--- src/rtl/wb_pkg.sv ---
// wb_pkg: shared definitions for the write-back path.
// Holds the write-back select encodings used by mem_wb_pipe and by the
// hazard unit, which reuses wb_sel_mux. The slot struct depends on module
// widths, so each including module declares it locally from its own
// DATA_W / RADDR_W parameters.
package wb_pkg;

  localparam logic [1:0] WB_SEL_ALU  = 2'd0;
  localparam logic [1:0] WB_SEL_MEM  = 2'd1;
  localparam logic [1:0] WB_SEL_LINK = 2'd2;

endpackage

--- src/rtl/wb_sel_mux.sv ---
// wb_sel_mux: combinational write-back select with zero-register gating.
// Ports:
//   wb_sel      - 0=ALU, 1=MEM, 2=LINK, 3=reserved (treated as ALU)
//   mem_rdata   - load data
//   alu_result  - ALU result
//   next_pc     - link address
//   reg_wen     - raw register write enable
//   reg_waddr   - destination register
//   wb_data     - selected write-back word
//   wen         - write enable with the zero-register suppression applied
module wb_sel_mux
  import wb_pkg::*;
#(
  parameter int DATA_W      = 16,
  parameter int RADDR_W     = 4,
  parameter int ZERO_REG_RO = 1
) (
  input  logic [1:0]         wb_sel,
  input  logic [DATA_W-1:0]  mem_rdata,
  input  logic [DATA_W-1:0]  alu_result,
  input  logic [DATA_W-1:0]  next_pc,
  input  logic               reg_wen,
  input  logic [RADDR_W-1:0] reg_waddr,
  output logic [DATA_W-1:0]  wb_data,
  output logic               wen
);

  always_comb begin
    case (wb_sel)
      WB_SEL_MEM:  wb_data = mem_rdata;
      WB_SEL_LINK: wb_data = next_pc;
      // Reserved encoding falls back to the ALU result.
      default:     wb_data = alu_result;
    endcase
  end

  // Register 0 is hardwired when ZERO_REG_RO is set, so its writes are dropped.
  assign wen = reg_wen & ~((ZERO_REG_RO != 0) && (reg_waddr == '0));

endmodule

--- src/rtl/mem_wb_pipe.sv ---
// mem_wb_pipe: MEM->WB pipeline stage with a 2-entry skid buffer.
// The write-back word is resolved at enqueue, so slots hold only
// {wen, waddr, data} and the WB side sees registered values directly.
// Ports:
//   clk, rst        - clock, synchronous active-high reset
//   flush           - discard all held entries
//   in_*            - MEM-side entry with valid/ready handshake
//   out_*           - head entry with valid/ready handshake
//   fwd_*           - forwarding tap for the hazard unit
module mem_wb_pipe
  import wb_pkg::*;
#(
  parameter int DATA_W      = 16,
  parameter int RADDR_W     = 4,
  parameter int ZERO_REG_RO = 1
) (
  input  logic               clk,
  input  logic               rst,
  input  logic               flush,
  input  logic               in_valid,
  output logic               in_ready,
  input  logic               in_reg_wen,
  input  logic [RADDR_W-1:0] in_reg_waddr,
  input  logic [DATA_W-1:0]  in_mem_rdata,
  input  logic [DATA_W-1:0]  in_alu_result,
  input  logic [DATA_W-1:0]  in_next_pc,
  input  logic [1:0]         in_wb_sel,
  output logic               out_valid,
  input  logic               out_ready,
  output logic               out_reg_wen,
  output logic [RADDR_W-1:0] out_reg_waddr,
  output logic [DATA_W-1:0]  out_wb_data,
  output logic               fwd_valid,
  output logic [RADDR_W-1:0] fwd_waddr,
  output logic [DATA_W-1:0]  fwd_data
);

  typedef struct packed {
    logic               wen;
    logic [RADDR_W-1:0] waddr;
    logic [DATA_W-1:0]  data;
  } slot_t;

  slot_t head_q, head_d;
  slot_t skid_q, skid_d;
  logic  head_valid_q, head_valid_d;
  logic  skid_valid_q, skid_valid_d;
  slot_t new_slot;
  logic  accept;
  logic  pop;

  wb_sel_mux #(
    .DATA_W      (DATA_W),
    .RADDR_W     (RADDR_W),
    .ZERO_REG_RO (ZERO_REG_RO)
  ) u_sel (
    .wb_sel     (in_wb_sel),
    .mem_rdata  (in_mem_rdata),
    .alu_result (in_alu_result),
    .next_pc    (in_next_pc),
    .reg_wen    (in_reg_wen),
    .reg_waddr  (in_reg_waddr),
    .wb_data    (new_slot.data),
    .wen        (new_slot.wen)
  );

  assign new_slot.waddr = in_reg_waddr;

  // Ready depends only on registered state, so there is no path from out_ready.
  assign in_ready = ~skid_valid_q & ~rst;
  assign accept   = in_valid & in_ready;
  assign pop      = head_valid_q & out_ready;

  // Next-state: occupancy is encoded by the two valid bits; SKID is always
  // the younger entry, so it only ever moves forward into HEAD.
  always_comb begin
    head_d       = head_q;
    skid_d       = skid_q;
    head_valid_d = head_valid_q;
    skid_valid_d = skid_valid_q;
    if (rst) begin
      head_d       = '0;
      skid_d       = '0;
      head_valid_d = 1'b0;
      skid_valid_d = 1'b0;
    end else if (flush) begin
      // Data may go stale; only the valids matter once cleared.
      head_valid_d = 1'b0;
      skid_valid_d = 1'b0;
    end else if (!head_valid_q) begin
      if (accept) begin
        head_d       = new_slot;
        head_valid_d = 1'b1;
      end
    end else if (!skid_valid_q) begin
      if (accept && pop) begin
        head_d = new_slot;
      end else if (accept) begin
        skid_d       = new_slot;
        skid_valid_d = 1'b1;
      end else if (pop) begin
        head_valid_d = 1'b0;
      end
    end else if (pop) begin
      head_d       = skid_q;
      skid_valid_d = 1'b0;
    end
  end

  always_ff @(posedge clk) begin
    head_q       <= head_d;
    skid_q       <= skid_d;
    head_valid_q <= head_valid_d;
    skid_valid_q <= skid_valid_d;
  end

  assign out_valid     = head_valid_q;
  assign out_reg_wen   = head_valid_q & head_q.wen;
  assign out_reg_waddr = head_q.waddr;
  assign out_wb_data   = head_q.data;
  assign fwd_valid     = out_reg_wen;
  assign fwd_waddr     = head_q.waddr;
  assign fwd_data      = head_q.data;

endmodule
--- config.mk ---
export PLATFORM = sky130hd
export DESIGN_NAME = mem_wb_pipe
export DESIGN_NICKNAME = d
export VERILOG_FILES = /design/src/rtl/wb_pkg.sv /design/src/rtl/wb_sel_mux.sv /design/src/rtl/mem_wb_pipe.sv
export SDC_FILE = /design/constraint.sdc
export NUM_CORES = 1
export LEC_CHECK = 0
export ABC_AREA = 0
export CAP_MARGIN = 10
export CORE_AREA = 5 5 61 118
export CTS_CLUSTER_SIZE = 16
export DETAILED_ROUTE_END_ITERATION = 8
export DIE_AREA = 0 0 66 123
export GPL_ROUTABILITY_DRIVEN = 0
export PLACE_DENSITY = 0.83
export REMOVE_ABC_BUFFERS = 1
export SLEW_MARGIN = 20
export SYNTH_ARGS = -nofsm -noshare
export SYNTH_HDL_FRONTEND = slang
export SYNTH_SLANG_ARGS = --single-unit
--- constraint.sdc ---
create_clock -name clk -period 5.65 [get_ports clk]
set_input_delay 1.695 -clock clk [delete_from_list [all_inputs] [get_ports clk]]
set_output_delay 1.695 -clock clk [all_outputs]
set_load 0.05 [all_outputs]
==> impl_metrics.json <==
{
  "placed_cell_area_um2": 3610,
  "syn_inst": 305,
  "drc": 0,
  "first_global_vias": 2618,
  "grt_util_met1_pct": 24.6,
  "holdCritPathClass": "reg -> reg",
  "max-vdd-ir-drop_uv": 130,
  "worst-path-max-fanout": 2,
  "cts_root_buffer": "clkbuf_16",
  "coreArea_um2": 6210,
  "synth_flop_cell": "dfxtp_1",
  "clock_skew_ns": 0.00390,
  "cts_inserted_buffers": 5,
  "p_clk_share_pct": 35.6,
  "post-route-period-util_pct": 75.0,
  "path_buf_inv": 2,
  "yosysMostFrequentCell": "dfxtp_1",
  "clk_latency_ns": 0.28,
  "fmax_ghz": 0.236,
  "grt_antenna_before_repair": 0,
  "grt_max_degree": 37,
  "rows": 41,
  "cts_max_path_buffers": 2,
  "die_y_um": 123,
  "grt_use_met2_pct": 31.9,
  "cts_tree": "yes",
  "ys_ff_latch": 44,
  "wl_per_cell_um": 17.8,
  "min_period_ns": 4.24,
  "grt.total_usage_pct": 19.4,
  "p_comb_share_pct": 29.0,
  "reg2reg_depth": 4,
  "grt_first_pass_wirelength_mm": 12.7,
  "finalHoldViolCount": 0,
  "status": "finished, final reports clean",
  "met3_usage_pct": 5.36,
  "synth_compound_gate_area_share_pct": 29.6,
  "hold_buffers": 0,
  "seq_area_frac_synth_pct": 29.7,
  "viasPerCell": 5.76,
  "synth_area_um2": 2960,
  "power.leakage_nw": 1.32,
  "worst_slack_ns": 1.41,
  "synth_mux_area_share_pct": 1.86,
  "synth_top_cell_by_area": "dfxtp_1",
  "drt_iter0_drc": 131,
  "synthTopCellsByCount": "44 x dfxtp_1, 43 x buf_4, 21 x inv_1",
  "synth_edf_count": 0,
  "die_x_um": 66,
  "num-fill-cells": 516,
  "ys_top_cells_by_area": "dfxtp_1 30%, buf_4 11%, a221oi_2 5.6%",
  "stdcell_area_um2": 3780,
  "tns_ns": 0,
  "worstSetupPathType": "in -> out",
  "internal_power_mw": 0.649,
  "whs_path_depth": 1,
  "slew_headroom_pct": 31.6,
  "areaGrowthSynthToFinish_pct": 27.6,
  "cp.arrival_ns": 2.54,
  "cts.sinks": 44,
  "wl_mm": 7.82,
  "critPathTopFamily": "buffers and inverters",
  "rsz0062_at_grt": "false",
  "post-cts-setup-buffers": 0,
  "nets": 413,
  "drv_cap": 0,
  "swShare_pct": 30.8,
  "p_switching_mw": 0.288,
  "cp_cell_sequence": "clkdlybuf4s50_1, nor2_1, buf_12",
  "cts.htree.levels": 2,
  "power_density_nw_per_um2": 248,
  "timing.hold.ws_ns": 0.462,
  "grt.overflow.total": 0,
  "tightest_slew_ns": 1.03,
  "critPathRequiredTime_ns": 3.95,
  "drive_gt1_share_pct": 17.0,
  "path_clk_slew_ns": 0.06,
  "ios": 104,
  "first_pass_iters": 4,
  "final-setup-viol-count": 0,
  "crit_path_end_kind": "output port",
  "via_count": 2521,
  "cts_repair_resize_count": 0,
  "pre_cts_ws_ns": 1.38,
  "maxSlewViolCount": 0,
  "synth_simple_gate_area_share_pct": 17.7,
  "start_kind": "input port",
  "p_seq_share_pct": 35.4,
  "critPathSlowestCell": "clkdlybuf4s50_1",
  "antenna_cells": 0,
  "synth_xor_area_share_pct": 0,
  "avgSynthCellArea_um2": 9.72,
  "initial_core_util_pct": 47.8,
  "antenna_violating_nets_post_route": 0,
  "dieArea_um2": 8120,
  "portBuffers": 103,
  "synthAdderAreaFrac_pct": 0.844,
  "ys_types": 44,
  "synth_top_area_share_pct": 29.7,
  "cp_slowest_stage_delay_ns": 0.43,
  "busiest_layer": "met2",
  "async_reset_ff_share_pct": 0,
  "path_depth": 3,
  "dp_hpwl_mm": 5.36,
  "synth_top_family_by_area": "compound AO/OA/AOI/OAI gates",
  "ys_warn_count": 0
}
-- path summary, 6_finish.rpt --
| check | startpoint | to | slack [ns] |
|---|---|---|---|
| worst max-delay path | rst | in_ready | 1.41 |
| worst min-delay path | skid_q[1]$_SDFFE_PP0P_ | skid_q[1]$_SDFFE_PP0P_ | 0.46 |
| worst max register to register | out_valid$_SDFF_PP0_ | fwd_data[9]$_SDFFE_PP0P_ | 3.48 |
| worst min register to register | skid_q[1]$_SDFFE_PP0P_ | skid_q[1]$_SDFFE_PP0P_ | 0.46 |
-- state kept, by name (all words and copies together), names as in the netlist --
signal and flops:
skid_q 21, head_q 1, out_valid 1, fwd_waddr 4, fwd_data 16, skid_valid_q 1
-- area by class of cell --
| type | instances | area (um2) | share of cell area (%) |
|---|---|---|---|
| Timing Repair Buffer | 106 | 1060 | 28.1 |
| Multi-Input combinational cell | 173 | 1480 | 39.2 |
| Inverter | 21 | 78.8 | 2.08 |
| Clock inverter | 3 | 42.5 | 1.13 |
| Tap cell | 86 | 108 | 2.85 |
| Clock buffer | 5 | 125 | 3.31 |
| Sequential cell | 44 | 881 | 23.3 |
-- worst reg2reg max path, stage by stage, from the launching register on --
cell and delay [ns]:
dfxtp_1 0.33, buf_4 0.34, nand2b_4 0.24, o2111a_1 0.88
a221oi_1 0.21
-- cell families (layout without fill, tap and decap cells) --
logic type / Yosys count / count (layout)
DFF: 44 / 44
adders and majority gates: 2 / 2
buffers and inverters: 88 / 135
AOI/OAI and AO/OA: 93 / 93
and+or+nand+nor: 73 / 73
muxes: 5 / 5
-- power by group through the flow --
stage,Clock [mW],Combinational [mW],Sequential (mW)
floorplan,0,0.0855,0.411
global placement,0,0.265,0.338
detailed placement,0,0.271,0.338
CTS,0.334,0.272,0.332
global route,0.349,0.287,0.334
finish,0.333,0.272,0.331
-- cells in the final DEF, fill, tap and decap left out, types with 2 or more instances in the layout --
master / n
a22o_2: 6
a21oi_1: 11
nand2b_1: 8
nand3_1: 9
clkdlybuf4s50_1: 102
a32o_1: 16
nand3b_1: 16
o221ai_1: 16
dfxtp_1: 44
o21ai_0: 6
mux2_2: 4
inv_1: 21
a221oi_2: 11
or2b_2: 9
or2_2: 6
and2b_1: 4
nor2_1: 2
a221oi_1: 6
clkbuf_16: 5
buf_4: 3
or2_0: 10
and2_1: 2
a22o_1: 10
ha_1: 2
a21bo_2: 4
-- metrics by stage --
| stage | instances | util, % | total power [mW] |
|---|---|---|---|
| 6_report | 438 | 60.9 | 0.937 |
| 5_1_grt | 438 | 60.9 | 0.969 |
| 4_1_cts | 438 | 60.9 | 0.938 |
| 3_5_place_dp | 430 | 58.2 | 0.609 |
| 3_3_place_gp | 430 | 58.2 | 0.603 |
| 2_1_floorplan | 238 | - | 0.497 |
-- metal layers --
metal	part of all wire, %	vias to the layer above	wire length (um)
li1	-	1178	-
met1	42	1196	3250
met2	48	139	3750
met3	9.5	8	742
met4	1.0	0	79
met5	0	-	0
Note: power is estimated with default switching activity, not from simulation.
